**config.mk**
```make
export PLATFORM = sky130hd
export DESIGN_NAME = adc_capture_flat
export DESIGN_NICKNAME = d
export VERILOG_FILES = /design/src/rtl/adc_capture_if.sv /design/src/rtl/adc_capture.sv /design/src/flat_wrapper.sv
export SDC_FILE = /design/constraint.sdc
export NUM_CORES = 1
export LEC_CHECK = 0
export CAP_MARGIN = 40
export CORE_AREA = 2 2 79 99
export DETAILED_ROUTE_END_ITERATION = 10
export DIE_AREA = 0 0 81 101
export PLACE_DENSITY = 0.79
export SYNTH_ARGS = -nofsm -noshare
export SYNTH_HDL_FRONTEND = slang
export SYNTH_SLANG_ARGS = --single-unit
```
**constraint.sdc**
```tcl
create_clock -name clk -period 2.5 [get_ports clk]
set_clock_uncertainty 0.1 [all_clocks]
set_input_delay 0.5 -clock clk [delete_from_list [all_inputs] [get_ports clk]]
set_output_delay 0.5 -clock clk [all_outputs]
set_load 0.02 [all_outputs]
```
**src/rtl/adc_capture_if.sv**
```systemverilog
// Bus between the ADC capture front end and its consumer: raw sample in, calibrated stream out.
interface adc_capture_if #(
  parameter int unsigned DW = 10
) ();
  logic [DW-1:0]        i_data;
  logic                 cal_start;
  logic signed [DW-1:0] o_data;
  logic                 o_valid;
  logic [DW-1:0]        bias;
  logic                 cal_busy;
  logic                 cal_done;

  modport master (
    output i_data, cal_start,
    input  o_data, o_valid, bias, cal_busy, cal_done
  );

  modport slave (
    input  i_data, cal_start,
    output o_data, o_valid, bias, cal_busy, cal_done
  );
endinterface

```
**src/rtl/adc_capture.sv**
```systemverilog
// ADC capture: register, subtract calibrated bias, saturate, decimate; forwards ~clk to the ADC.
// ADC_CAPTURE_ODDR_EN selects an ODDR2 pad-registered adc_clk instead of a plain inverter.
module adc_capture #(
  parameter int unsigned   DW       = 10,
  parameter logic [DW-1:0] DC_BIAS  = 10'd380,
  parameter int unsigned   CAL_LOG2 = 10,
  parameter int unsigned   DECIM    = 1
) (
  input  logic         clk,
  input  logic         rst_n,
  adc_capture_if.slave bus,
  output logic         adc_clk,
  output logic         oe
);

  localparam int unsigned AccW  = DW + CAL_LOG2;
  localparam int unsigned DcntW = (DECIM > 1) ? $clog2(DECIM) : 1;
  localparam logic [DcntW-1:0]  DcntMax = DcntW'(DECIM - 1);
  localparam logic signed [DW:0] SatMax = {2'b00, {(DW-1){1'b1}}};
  localparam logic signed [DW:0] SatMin = {2'b11, {(DW-1){1'b0}}};
  localparam logic [AccW:0]      RoundHalf = (AccW+1)'(1) << (CAL_LOG2 - 1);

  typedef enum logic [1:0] {StIdle, StAccum, StLoad} state_e;

  logic [DW-1:0]        r_data;
  logic                 r_v1;
  logic [DcntW-1:0]     r_dcnt;
  logic signed [DW-1:0] r_odata;
  logic                 r_ovalid;
  state_e               r_state, w_state_d;
  logic [AccW-1:0]      r_acc, w_acc_d;
  logic [CAL_LOG2-1:0]  r_scnt, w_scnt_d;
  logic [DW-1:0]        r_bias, w_bias_d;
  logic                 w_busy, w_done;

  logic signed [DW:0]   w_diff;
  logic signed [DW-1:0] w_sat;
  logic [AccW:0]        w_round;
  logic [DW:0]          w_mean;
  logic [DW-1:0]        w_mean_sat;

  // Both operands zero-extended so the difference is exact in DW+1 signed bits.
  assign w_diff = $signed({1'b0, r_data}) - $signed({1'b0, r_bias});

  always_comb begin
    if (w_diff > SatMax) begin
      w_sat = SatMax[DW-1:0];
    end else if (w_diff < SatMin) begin
      w_sat = SatMin[DW-1:0];
    end else begin
      w_sat = w_diff[DW-1:0];
    end
  end

  always_ff @(posedge clk) begin
    if (!rst_n) begin
      r_data   <= '0;
      r_v1     <= 1'b0;
      r_dcnt   <= '0;
      r_odata  <= '0;
      r_ovalid <= 1'b0;
    end else begin
      r_data   <= bus.i_data;
      r_v1     <= 1'b1;
      r_ovalid <= 1'b0;
      if (r_v1) begin
        if (r_dcnt == DcntMax) begin
          r_dcnt   <= '0;
          r_odata  <= w_sat;
          r_ovalid <= 1'b1;
        end else begin
          r_dcnt <= r_dcnt + DcntW'(1);
        end
      end
    end
  end

  // Round half-up; the mean can only exceed DW bits through the rounding carry.
  assign w_round    = {1'b0, r_acc} + RoundHalf;
  assign w_mean     = w_round[AccW:CAL_LOG2];
  assign w_mean_sat = w_mean[DW] ? {DW{1'b1}} : w_mean[DW-1:0];

  always_comb begin
    w_state_d = r_state;
    w_acc_d   = r_acc;
    w_scnt_d  = r_scnt;
    w_bias_d  = r_bias;
    w_busy    = 1'b0;
    w_done    = 1'b0;
    unique case (r_state)
      StIdle: begin
        if (bus.cal_start) begin
          w_state_d = StAccum;
          w_acc_d   = '0;
          w_scnt_d  = '0;
        end
      end
      StAccum: begin
        w_busy   = 1'b1;
        w_acc_d  = r_acc + {{CAL_LOG2{1'b0}}, r_data};
        w_scnt_d = r_scnt + CAL_LOG2'(1);
        if (r_scnt == {CAL_LOG2{1'b1}}) begin
          w_state_d = StLoad;
        end
      end
      StLoad: begin
        w_done    = 1'b1;
        w_bias_d  = w_mean_sat;
        w_state_d = StIdle;
      end
      default: w_state_d = StIdle;
    endcase
  end

  always_ff @(posedge clk) begin
    if (!rst_n) begin
      r_state <= StIdle;
      r_acc   <= '0;
      r_scnt  <= '0;
      r_bias  <= DC_BIAS;
    end else begin
      r_state <= w_state_d;
      r_acc   <= w_acc_d;
      r_scnt  <= w_scnt_d;
      r_bias  <= w_bias_d;
    end
  end

  assign bus.o_data   = r_odata;
  assign bus.o_valid  = r_ovalid;
  assign bus.bias     = r_bias;
  assign bus.cal_busy = w_busy;
  assign bus.cal_done = w_done;
  assign oe           = 1'b0;

`ifdef ADC_CAPTURE_ODDR_EN
  logic w_clk_n;
  assign w_clk_n = ~clk;

  ODDR2 #(
    .DDR_ALIGNMENT("NONE"),
    .INIT         (1'b0),
    .SRTYPE       ("SYNC")
  ) u_oddr (
    .Q (adc_clk),
    .C0(w_clk_n),
    .C1(clk),
    .CE(1'b1),
    .D0(1'b1),
    .D1(1'b0),
    .R (1'b0),
    .S (1'b0)
  );
`else
  assign adc_clk = ~clk;
`endif

endmodule

```
**src/flat_wrapper.sv**
```systemverilog
// flat-port wrapper written by rule: the top's interface ports become plain ports
module adc_capture_flat 
#(
  parameter int unsigned   DW       = 10,
  parameter logic [DW-1:0] DC_BIAS  = 10'd380,
  parameter int unsigned   CAL_LOG2 = 10,
  parameter int unsigned   DECIM    = 1
)
  (clk, rst_n, adc_clk, oe, bus_i_data, bus_cal_start, bus_o_data, bus_o_valid, bus_bias, bus_cal_busy, bus_cal_done);
  adc_capture_if #(.DW(DW)) bus_i ();
  input  logic clk;
  input  logic rst_n;
  output logic adc_clk;
  output logic oe;
  input wire logic [$bits(bus_i.i_data)-1:0] bus_i_data;
  input wire logic [$bits(bus_i.cal_start)-1:0] bus_cal_start;
  output wire logic [$bits(bus_i.o_data)-1:0] bus_o_data;
  output wire logic [$bits(bus_i.o_valid)-1:0] bus_o_valid;
  output wire logic [$bits(bus_i.bias)-1:0] bus_bias;
  output wire logic [$bits(bus_i.cal_busy)-1:0] bus_cal_busy;
  output wire logic [$bits(bus_i.cal_done)-1:0] bus_cal_done;
  assign bus_i.i_data = bus_i_data;
  assign bus_i.cal_start = bus_cal_start;
  assign bus_o_data = bus_i.o_data;
  assign bus_o_valid = bus_i.o_valid;
  assign bus_bias = bus_i.bias;
  assign bus_cal_busy = bus_i.cal_busy;
  assign bus_cal_done = bus_i.cal_done;
  adc_capture #(.DW(DW), .DC_BIAS(DC_BIAS), .CAL_LOG2(CAL_LOG2), .DECIM(DECIM)) u_core (.clk(clk), .rst_n(rst_n), .bus(bus_i), .adc_clk(adc_clk), .oe(oe));
endmodule
```
* Word level (Yosys, flattened, before mapping)
Cells that the tools add are included.
** Storage, ports and cells
- Bits in registers :: 65
- Output and inout bits :: 25
- Word-level logic and storage cells :: 44
** Operators by class
- Add/subtract/negate cells :: 5
- Magnitude comparators :: 2
- Eq/ne operators :: 5
- Mux-type cells :: 15
- Bitwise gates (word level) :: 2
- Reduce and logical (&&, ||, !) cells :: 6
** Operators by type and width (number)
- two-way mux 10 bit :: 4
- one-hot mux 20 bit (2 select lines) :: 1
- adder 20 x 10 -> 21 bit, second input constant :: 1
- adder 20 x 10 -> 20 bit :: 1
- two-way mux 20 bit :: 1
- one-hot mux 10 bit (2 select lines) :: 1
- greater-than comparator 11 x 10 -> 1 bit, second input constant :: 1
- < comparator 11 x 10 -> 1 bit, second input constant :: 1
- subtractor 10 x 10 -> 11 bit :: 1
- adder 10 x 1 -> 10 bit, second input constant :: 1
- == test 10 bit, second input constant :: 1
- AND reduction 2 bit :: 4
- two-way mux 1 bit :: 5
- two-way mux 2 bit :: 2
- one-hot mux 2 bit (2 select lines) :: 1
- == test 2 x 1 -> 1 bit, second input constant :: 1
- == test 2 bit, second input constant :: 1
- zero test 2 bit :: 1
- inequality test 2 x 1 -> 1 bit, second input constant :: 1
- inequality test 2 bit, second input constant :: 1
- NOT 1 bit :: 2
- nonzero test 2 bit :: 1
- adder 1 bit, second input constant :: 1

* Logic depth before layout (Yosys ltp)
Gate-level depths: netlist of run 1.
- Depth in word-level cells :: 4
- Mapped depth :: 10

==> summary.txt, run 1 <==
STA
  • Tightest Pin Transition: 0.584 ns
  • Max Clk Rate: around 420 MHz
  • Final Critical Period: between 2 and 2.5 ns
  • Final setup fails: 0
  • Final Hold Viols: 0
  • Final Max Tran Viols: 0
  • Worst setup margin: approximately 0.099 ns
  • Slew headroom: 60.9%
  • RSZ-0062 raised after global routing: false
  • Period utilization: 96.1%

Drt
  • Remaining DRCs: 0
  • Routed Antenna Nets: 0
  • First-iteration detailed-routing DRC count: between 100 and 150
  • Total wire length: 7.79 mm
  • Vias: just over 3000
  • Vias per std cell: between 5 and 6
  • First-pass detailed-route iteration total: 4
  • Wirelength per Cell: around 14 µm

Logic synthesis
  • Register area share after synthesis: 37.1%
  • Yosys reg bits: 64
  • YS warnings: 0
  • Post-synthesis cell type count: between 50 and 60
  • Post-synth EDFFs: 0
  • Post-synth ARST share: 0%
  • Post-Syn Area: 3450 µm²
  • Top_reg_cell synth: dfxtp_1
  • Post-Synthesis Cells: between 400 and 500
  • Net Count, Synth: 453
  • Avg Synthesized Cell Area: about 8.3 µm²

Pwr
  • P_leak: between 0.0015 and 0.002 µW
  • PwrDens: 567 nW/µm²
  • Worst VDD drop: 0.000332 V
  • Tot Pwr: 2380 µW

Clocking
  • CTS buffer count: 9
  • Clk_lat worst skew: 0.34 ns
  • CTS max path bufs: 2
  • CTS tree: built
  • Reg clk slew, reported paths: ~0.070 ns
  • Max H-tree Level: 3
  • CTS Hold Buffers Added: 0
  • Clock Tree Root: clkbuf_8

Critical path
  • CP endpoint kind: output pin
  • Startpoint types: flop
  • Critical Path AT: roughly 1.8 ns
  • FF-to-FF Start: u_core.r_data[0]
  • FF-to-FF End: u_core.bus.o_data[6]
  • Critical path peak fanout: 7
  • Critical Path RT: 1.90 ns
  • Setup slack, reg-to-reg: ~0.14 ns
  • Crit path kind: reg2out
  • FF-to-FF path depth: 11

Placed design
  • Post-placement cell area: between 3000 and 4000 µm²
  • Routability cong.: ~0.9
  • Input/output buffers: 36
  • Placed Cells: between 500 and 600
  • Placement Setup Slack: -0.0428 ns
  • Post-DP HPWL: about 5.9 mm

Worst hold path
  • Worst hold endpoint: u_core.bus.o_data[9]
  • Worst Hold Depth: 2
  • Hold wc startpoint: u_core.bus.o_data[9]
  • Min-Delay Path Class: reg2reg

Die
  • DIE HEIGHT: between 100 and 150 µm
  • Rows: 35
  • I/O Pins: 38
  • Effective utilization at floorplan: a little under half
  • Die Width: between 80 and 90 µm
  • Die area: approximately 8000 µm²
  • CORE AREA: 7270 µm²

Flow run
  • Max Cap Viol: 0

Cells and area
  • Area of the multi-input gates: 2080 µm²
  • Register area: between 1000 and 1500 µm²
  • Post-Layout Cell Count: 554
  • Layout area overhead: 21.9%
  • Commonest cells after routing, fill and taps aside: dfxtp_1 (63), clkdlybuf4s50_1 (35), nor2_1 (34), nand2_1 (34), nand3_1 (33)
  • Fraction of layout cells with a size suffix above 1: between 10 and 15%
  • Commonest non-fill, non-tap cell in the layout: dfxtp_1
  • Final Cell Area: around 4200 µm²
  • Filler cell count: approximately 680
  • ANT cells: 0
  • Layout net count: 494

Global route
  • Total GRT Usage: around a fifth
  • First-pass GRT wire length: ~13 mm
  • Largest net degree at the start of global routing: 44
  • Total gr overflow: 0
  • Initial antenna violation count: 0
  • Number of global-route vias before repair: 2822

Status
  • Outcome: finished, final reports clean
[timing repair]
item                       CTS  global route
buffers inserted             0             1
resized for setup            4            11
hold endpoints to repair     0             0
pin swaps                    0             1
setup endpoints to repair    6             8
[power breakdown]
group	switching (µW)	internal, µW	total [µW]
clock	439	603	1040
sequential	24.1	1050	1080
combinational	147	119	266
[cells in the mapped netlist (all sizes together) (2+ instances only)]
library cell,count,area share [%]
o31ai,3,0.65
nor2,34,3.7
nand3b,3,0.65
a22oi,8,1.7
xnor2,9,2.3
o21a,9,2.0
clkbuf,11,1.2
nand2b,9,1.6
mux2i,5,1.6
a21o,4,0.87
buf,3,0.47
a31oi,3,0.73
inv,19,2.1
o211ai,4,0.87
a221oi,3,0.76
o21ai,27,3.9
a21oi,32,4.6
nor2b,6,1.1
fa,2,1.2
and2,16,2.9
nand2,35,3.8
ha,22,8.0
nand4,7,1.3
nor3,9,1.6
xor2,9,2.3
dfxtp,64,37
or2,6,1.1
and3,6,1.1
nand3,33,4.8
[cells by family after synthesis]
group	after synthesis	synth area share (%)
buffers and inverters	33	3.74
other	1	0.109
and+or+nand+nor	167	24.4
DFF	64	37.1
AOI/OAI and AO/OA	103	19.0
muxes	6	1.89
xor gates and xnor gates	18	4.57
adders and majority gates	24	9.14
[state kept, by name, summed over array words and instances (netlist names)]
| register | count |
|---|---|
| u_core.bus.o_data | 10 |
| u_core.r_scnt | 10 |
| u_core.bus.bias | 10 |
| u_core.r_acc | 20 |
| u_core.r_v1 | 1 |
| u_core.bus.o_valid | 1 |
| u_core.r_state | 2 |
| u_core.r_data | 10 |
[metal layers]
layer | track usage [%] | up-vias | share of wire [%]
met3 | 5.20 | 13 | 4.0
met4 | 6.26 | 0 | 2.0
met2 | 35.3 | 57 | 51
li1 | - | 1556 | -
met5 | 0 | - | 0
met1 | 24.3 | 1392 | 43
[worst max-delay path, cell delays in order (launching register included)]
cell	delay [ns]
dfxtp_1	0.33
nand2b_1	0.33
inv_1	0.17
clkdlybuf4s50_1	0.63
[final cells by class]
type                       instances  share of cell area [%]
multi-input combinational        319                    49.4
sequential                        64                    30.5
timing repair buffer              43                    10.1
clock buffer                      11                    3.39
tap                               92                    2.74
clock inverter                     7                    2.26
inverter                          18                    1.67
[how the worst max path moves through the flow]
stage                        from  slack, ns  cells past startpoint                   end
4_1_cts                       clk      0.008                      4               adc_clk
3_3_place_gp                  clk       0.04                      2               adc_clk
6_report        u_core.r_state[0]        0.1                      3          bus_cal_done
5_1_grt          u_core.r_data[0]       0.02                     11  u_core.bus.o_data[5]
2_1_floorplan  u_core.bus.bias[0]       0.14                      9  u_core.bus.o_data[8]
3_5_place_dp     u_core.r_data[0]      -0.04                     10  u_core.bus.o_data[3]
[through the flow]
step	hold WS [ns]	TNS [ns]	utilization, %
2_1_floorplan	0.341	0	-
3_3_place_gp	0.341	0	54.1
3_5_place_dp	0.359	-0.103	54.1
4_1_cts	0.369	0	57.3
5_1_grt	0.396	0	57.8
6_report	0.366	0	57.8
(Power assumes the default switching activity.)
==> inputs of run 2 (changes only) <==
- CTS_BUF_LIST: unset -> sky130_fd_sc_hd__clkbuf_8
- clock period: 2.5 -> 2.77 ns (I/O delays scaled with it)
==> summary.txt, run 2 (synthesized netlist as in run 1, its figures left out) <==
Status
  • Outcome: finished, final reports clean

Critical path
  • Critical path peak fanout: 8
  • Crit path kind: clk2out
  • Critical Path AT: ~2.1 ns
  • FF-to-FF Start: u_core.r_data[0]
  • Startpoint types: clock port
  • FF-to-FF path depth: 10
  • Setup slack, reg-to-reg: around 0.28 ns
  • FF-to-FF End: u_core.bus.o_data[1]
  • CP endpoint kind: output pin
  • Critical Path RT: 2.12 ns

Clocking
  • CTS max path bufs: 2
  • Reg clk slew, reported paths: about 0.080 ns
  • Clk_lat worst skew: between 0.3 and 0.4 ns
  • CTS buffer count: 9
  • CTS tree: built
  • Clock Tree Root: clkbuf_8
  • Max H-tree Level: 3

STA
  • Setup TNS Final: 0 ns
  • Final setup fails: 0
  • Slew headroom: 59.8%
  • Final Max Tran Viols: 0
  • Tightest Pin Transition: 0.602 ns
  • Min Hold Slack: between 0.3 and 0.4 ns
  • RSZ-0062 raised after global routing: false
  • Final Hold Viols: 0

Placed design
  • Input/output buffers: 36
  • Routability cong.: between 0.9 and 1
  • Post-DP HPWL: between 5 and 6 mm

Pwr
  • PwrDens: around 500 nW/µm²
  • Worst VDD drop: between 0.0003 and 0.0004 V
  • P_leak: ~0.0017 µW

Drt
  • Top routing layer in use: met4
  • First-iteration detailed-routing DRC count: 172
  • First-pass detailed-route iteration total: 4
  • Total wire length: 7.91 mm
  • Wirelength per Cell: between 10 and 15 µm
  • Vias per std cell: about 5.6
  • DRT met1 WL: about 3.3 mm
  • Wire length on met2: between 3 and 4 mm
  • Routed Antenna Nets: 0
  • Vias: roughly 3100
  • Remaining DRCs: 0
  • Met3 WL post-DR: roughly 420 µm

Global route
  • Number of global-route vias before repair: about 3000
  • Total gr overflow: 0
  • Initial antenna violation count: 0
  • First-pass GRT wire length: between 10 and 15 mm
  • Total GRT Usage: between 20% and 30%
  • Largest net degree at the start of global routing: 44

Worst hold path
  • Worst hold endpoint: u_core.r_acc[6]
  • Min-Delay Path Class: reg2reg
  • Hold wc startpoint: u_core.r_acc[6]
  • Worst Hold Depth: 2

Die
  • Effective utilization at floorplan: between 40 and 50%
  • Die Width: between 80 and 90 µm
  • I/O Pins: 38
  • Rows: 35
  • DIE HEIGHT: slightly above 100 µm
  • CORE AREA: ~7300 µm²
  • Die area: 8180 µm²

Cells and area
  • Reg with most FFs: u_core.r_acc
  • Largest register FFs: 20
  • Fraction of layout cells with a size suffix above 1: about 7.4%
  • Layout area overhead: 19.8%
  • Commonest cells after routing, fill and taps aside: dfxtp_1 (64), nand2_1 (35), clkdlybuf4s50_1 (35)
  • Layout net count: slightly below 500
  • Layout Utilization: a little under three fifths
  • ANT cells: 0
  • Commonest non-fill, non-tap cell in the layout: dfxtp_1

Flow run
  • Max Cap Viol: 0
run 2: cell count changes in the layout (fill, tap and decap cells not counted), sizes merged:
cell | previous run | this run
buf | 9 | 5
clkinvlp | 3 | 2
bufinv | 2 | 1
clkdlybuf4s15 | 0 | 1
clkinv | 1 | 3
run 2: critical path: stages:
cell             delay (ns)
clkbuf_8               0.16
clkbuf_8               0.17
inv_1                  0.05
clkdlybuf4s15_1        0.29
run 2: how the worst max path moves through the flow:
stage               slack [ns]              endpoint  depth (start not counted)                from
floorplan                 0.41  u_core.bus.o_data[8]                          9  u_core.bus.bias[0]
global placement          0.12               adc_clk                          2                 clk
detailed placement        0.12               adc_clk                          2                 clk
CTS                       0.01               adc_clk                          4                 clk
global route              0.01               adc_clk                          4                 clk
finish                    0.05               adc_clk                          4                 clk
run 2: power by group:
part           internal, µW  total (µW)  leakage (µW)  switching (µW)
clock network           460         881      0.000108             421
logic                   106         236       0.00105             130
registers               948         970      0.000522            21.6
run 2: routing by layer:
layer,GRT usage (%),up-vias
met1,26.0,1431
met3,3.76,19
met2,37.3,79
li1,-,1543
met4,9.13,0
met5,0,-
run 2: cell type report:
| cell class | count | area (µm²) |
|---|---|---|
| Multi-Input combinational cell | 319 | 2040 |
| Sequential cell | 64 | 1280 |
| Fill cell | 666 | 3140 |
| Inverter | 18 | 67.6 |
| Timing Repair Buffer | 40 | 408 |
| Tap cell | 92 | 115 |
| Clock inverter | 7 | 71.3 |
| Clock buffer | 11 | 148 |
run 2: timing repair:
item,4_1_cts,5_1_grt
gates cloned,0,0
endpoints found under the setup margin,1,8
resized for setup,1,2
setup buffers,0,1
hold buffers,0,0
run 2: through the flow:
stage	cells	cell area, µm²	total power, µW	worst slack (ns)
2_1_floorplan	416	3450	1160	0.413
3_3_place_gp	533	3890	1270	0.122
3_5_place_dp	534	3920	1280	0.122
4_1_cts	550	4120	2090	0.0135
5_1_grt	551	4130	2170	0.0133
6_report	551	4130	2090	0.0541
==> inputs of run 3 (changes only) <==
- clock period: 2.77 -> 3.2 ns (I/O delays scaled with it)
==> summary.txt, run 3 (synthesized netlist as in run 1, its figures left out) <==
Placed design
  • Placement Setup Slack: 0.251 ns
  • Input/output buffers: 36
  • Post-DP HPWL: 5.95 mm
  • Routability cong.: just over 0.9
  • Post-placement cell area: just under 4000 µm²

Cells and area
  • Layout Utilization: around 57%
  • Commonest cells after routing, fill and taps aside: dfxtp_1 (64), nand2_1 (35), clkdlybuf4s50_1 (35)
  • Layout area overhead: 19.1%
  • Largest register FFs: 20
  • Reg with most FFs: u_core.r_acc
  • Commonest non-fill, non-tap cell in the layout: dfxtp_1
  • Filler cell count: 670
  • ANT cells: 0
  • Final Cell Area: 4110 µm²
  • Fraction of layout cells with a size suffix above 1: just under 7%
  • Layout net count: a little under 500

Critical path
  • FF-to-FF path depth: 10
  • Critical Path Max Stage Delay: 0.32 ns
  • Critical Path AT: around 2.3 ns
  • Crit path to: adc_clk
  • CP endpoint kind: output pin
  • Startpoint types: clock port
  • Critical path peak fanout: 10
  • CP Launch Point: clk
  • Crit path top cell by count: clkbuf_8
  • CP cell instances: clkbuf_8 > clkbuf_8 > inv_1 > dlygate4sd2_1
  • Setup slack, reg-to-reg: approximately 0.55 ns
  • FF-to-FF End: u_core.bus.o_data[3]
  • FF-to-FF Start: u_core.r_data[0]
  • Critical Path RT: 2.46 ns
  • Critical-path top delay cell: dlygate4sd2_1
  • Crit path kind: clk2out

Clocking
  • CTS Hold Buffers Added: 0
  • CTS buffer count: 9
  • Clk_lat worst skew: 0.35 ns
  • Clock Tree Root: clkbuf_8
  • CTS tree: built
  • CTS max path bufs: 2
  • Max H-tree Level: 3
  • Reg clk slew, reported paths: 0.07 ns

Die
  • Die Width: roughly 80 µm
  • DIE HEIGHT: 101 µm
  • Die area: 8180 µm²
  • Rows: 35
  • I/O Pins: 38
  • Effective utilization at floorplan: 47.5%
  • CORE AREA: 7270 µm²

Drt
  • Vias: 3042
  • Wirelength per Cell: approximately 14 µm
  • Routed Antenna Nets: 0
  • Total wire length: 7.95 mm
  • First-iteration detailed-routing DRC count: about 160
  • Remaining DRCs: 0
  • First-pass detailed-route iteration total: 5
  • Vias per std cell: approximately 5.5

STA
  • Final Max Tran Viols: 0
  • RSZ-0062 raised after global routing: false
  • Tightest Pin Transition: 0.637 ns
  • Final setup fails: 0
  • Worst setup margin: 0.163 ns
  • Final Hold Viols: 0
  • Slew headroom: approximately 57%
  • Setup TNS Final: 0 ns

Global route
  • First-pass GRT wire length: approximately 13 mm
  • Number of global-route vias before repair: between 3000 and 4000
  • Total GRT Usage: 21.2%
  • Largest net degree at the start of global routing: between 40 and 50
  • Initial antenna violation count: 0
  • Total gr overflow: 0

Worst hold path
  • Min-Delay Path Class: reg2reg

Status
  • Outcome: finished, final reports clean

Pwr
  • Worst VDD drop: 0.000247 V
  • PwrDens: approximately 450 nW/µm²
  • P_leak: between 0.0015 and 0.002 µW

Flow run
  • Max Cap Viol: 0
[run 3: changes by cell type in the layout (fill, tap and decap cells not counted), sizes merged]
cell           before  now
buf                 5    3
bufinv              1    2
clkbuf             10    9
clkdlybuf4s15       1    0
dlygate4sd2         0    1
[run 3: final cells by class]
type	instances	area, µm²	area share, %
well taps	92	115	2.80
multi-input cells	319	2040	49.6
inverters	18	67.6	1.64
repair buffers	38	373	9.08
flip-flops and latches	64	1280	31.2
clock inverters	8	98.8	2.41
clock buffers	10	133	3.23
[run 3: per-stage QoR]
stage	hold slack [ns]	cells	power [µW]
floorplan	0.341	416	1010
global placement	0.341	533	1100
detailed placement	0.363	533	1100
CTS	0.374	549	1860
global route	0.392	549	1920
finish	0.369	549	1840
[run 3: routing by layer]
| layer | wire (µm) | track usage [%] | share of wire (%) | vias to the layer above |
|---|---|---|---|---|
| met2 | 3990 | 35.5 | 50 | 82 |
| met4 | 235 | 11.6 | 3.0 | 0 |
| met5 | 0 | 0 | 0 | - |
| met3 | 432 | 3.94 | 5.4 | 21 |
| li1 | - | - | - | 1549 |
| met1 | 3290 | 25.3 | 41 | 1390 |
[run 3: worst max-delay path: cells and delay by family]
kind                   cells  cell delay, ns
buffers and inverters      4            0.70
[run 3: what timing repair did]
action                                  CTS  global route
resized for setup                         1             0
setup buffers                             0             0
endpoints found under the setup margin    1             0
[run 3: worst min-delay path by stage]
| stage | cells past startpoint | start | slack (ns) | end |
|---|---|---|---|---|
| 5_1_grt | 2 | u_core.r_acc[7] | 0.39 | u_core.r_acc[7] |
| 4_1_cts | 2 | u_core.r_acc[7] | 0.37 | u_core.r_acc[7] |
| 3_3_place_gp | 2 | u_core.bus.o_data[9] | 0.34 | u_core.bus.o_data[9] |
| 6_report | 2 | u_core.bus.o_data[9] | 0.37 | u_core.bus.o_data[9] |
| 3_5_place_dp | 2 | u_core.r_acc[7] | 0.36 | u_core.r_acc[7] |
| 2_1_floorplan | 2 | u_core.r_acc[7] | 0.34 | u_core.r_acc[7] |
[run 3: report_power, final]
group | internal, µW | switching, µW | leakage (µW)
clock | 451 | 348 | 0.000116
sequential | 821 | 19.0 | 0.000522
combinational | 86.2 | 113 | 0.00103
==> variant (flow settings as in run 2) <==
Encoding of `state_e`: now one-hot (3 bits for 3 states).
--- a/src/rtl/adc_capture.sv
+++ b/src/rtl/adc_capture.sv
@@ -20,7 +20,7 @@
   localparam logic signed [DW:0] SatMin = {2'b11, {(DW-1){1'b0}}};
   localparam logic [AccW:0]      RoundHalf = (AccW+1)'(1) << (CAL_LOG2 - 1);
 
-  typedef enum logic [1:0] {StIdle, StAccum, StLoad} state_e;
+  typedef enum logic [2:0] {StIdle = 3'b001, StAccum = 3'b010, StLoad = 3'b100} state_e;
 
   logic [DW-1:0]        r_data;
   logic                 r_v1;
Behaviour: same outputs for any inputs over 10 cycles, from zero or initial values and one cycle with rst_n low; not proved beyond that.
==> variant against run 2 <==
Utilization is 2.5 points higher; power increased by 4.7%; setup slack gained 5.0 ps; global-route usage increased by 1.2 points; critical path depth stayed put; area after synthesis increased by 6.2%; sequential cell count increased by 1; routed wire length grew 11%; design area increased by 4.4%; largest power group is now the clock network; highest routed layer unchanged.
==> variant: results (changes against run 2) <==
metric;value;unit;change
gr-usage-met1;25.0;%;-0.98 points
ys_types;54;;-1.8%
multi_input_area_share;50.8;%;+1.3 points
place_area;4080;µm²;+4.2%
wl_met3;318;µm;-25%
layout.nonclk_buf_share;9.05;%;-0.82 points
syn_nets;477;;+5.3%
hpwlAfterDp;6510;µm;+9.5%
power_leakage;1.81;nW;+8.0%
worstHoldEndpoint;u_core.r_scnt[5]$_SDFFE_PN0P_;;
ys_seq_area_share;35.5;%;-1.6 points
synth_compound_area_share;24.4;%;+5.3 points
nMultiInputCombCells;331;;+3.8%
status;finished, final reports clean;;
r2r_end;u_core.bus.o_data[5]$_SDFFE_PN0P_;;
buffers;41;;+2.5%
wl_met2;4630;µm;+16%
final-clk-cell-share;5.71;%;+0.42 points
netlist_top_cells_count;dfxtp_1 (65), nand2_1 (35), a21oi_1 (32), o21ai_0 (32), nand3_1 (28);;
synth_seq_cells;65;;+1.6%
drtIter0Drc;176;;+2.3%
hold_depth;1;;-1
num-nonclk-inverters;19;;+1
synth-xor-area-share;4.07;%;-0.50 points
gp_congestion;0.959;;+5.1%
layout-drive-gt1-share;6.12;%;-1.3 points
gr-usage-all-layers;22.7;%;+1.2 points
max_slew.worst_pin.slew;678;ps;+75.7 ps
ff_latch_area;1300;µm²;+1.6%
[variant: cell types whose count changed in the layout (fill, tap and decap cells not counted), sizes merged, moves of 5 or more]
cell	before	now
and2	16	21
nand2b	9	3
o21ai	27	34
a21o	4	10
nor2	34	17
a21boi	1	10
a22oi	8	2
o2111ai	1	6
nand3	33	28
a211oi	0	5
o211ai	4	11
[variant: worst max-delay path by stage]
stage	from	endpoint	slack, ps	depth (start not counted)
2_1_floorplan	u_core.bus.bias[0]$_SDFFE_PN0P_	u_core.bus.o_data[0]$_SDFFE_PN0P_	430	9
3_3_place_gp	clk	adc_clk	120	2
3_5_place_dp	clk	adc_clk	120	2
4_1_cts	clk	adc_clk	10	4
5_1_grt	clk	adc_clk	30	4
6_report	clk	adc_clk	60	4
[variant: power by group through the flow]
stage	registers, mW	logic (mW)	clock network (mW)
floorplan	1.01	0.117	0.0259
global placement	0.999	0.194	0.0535
detailed placement	1.00	0.199	0.0535
CTS	0.979	0.200	1.02
global route	0.982	0.222	1.06
finish	0.979	0.200	1.00
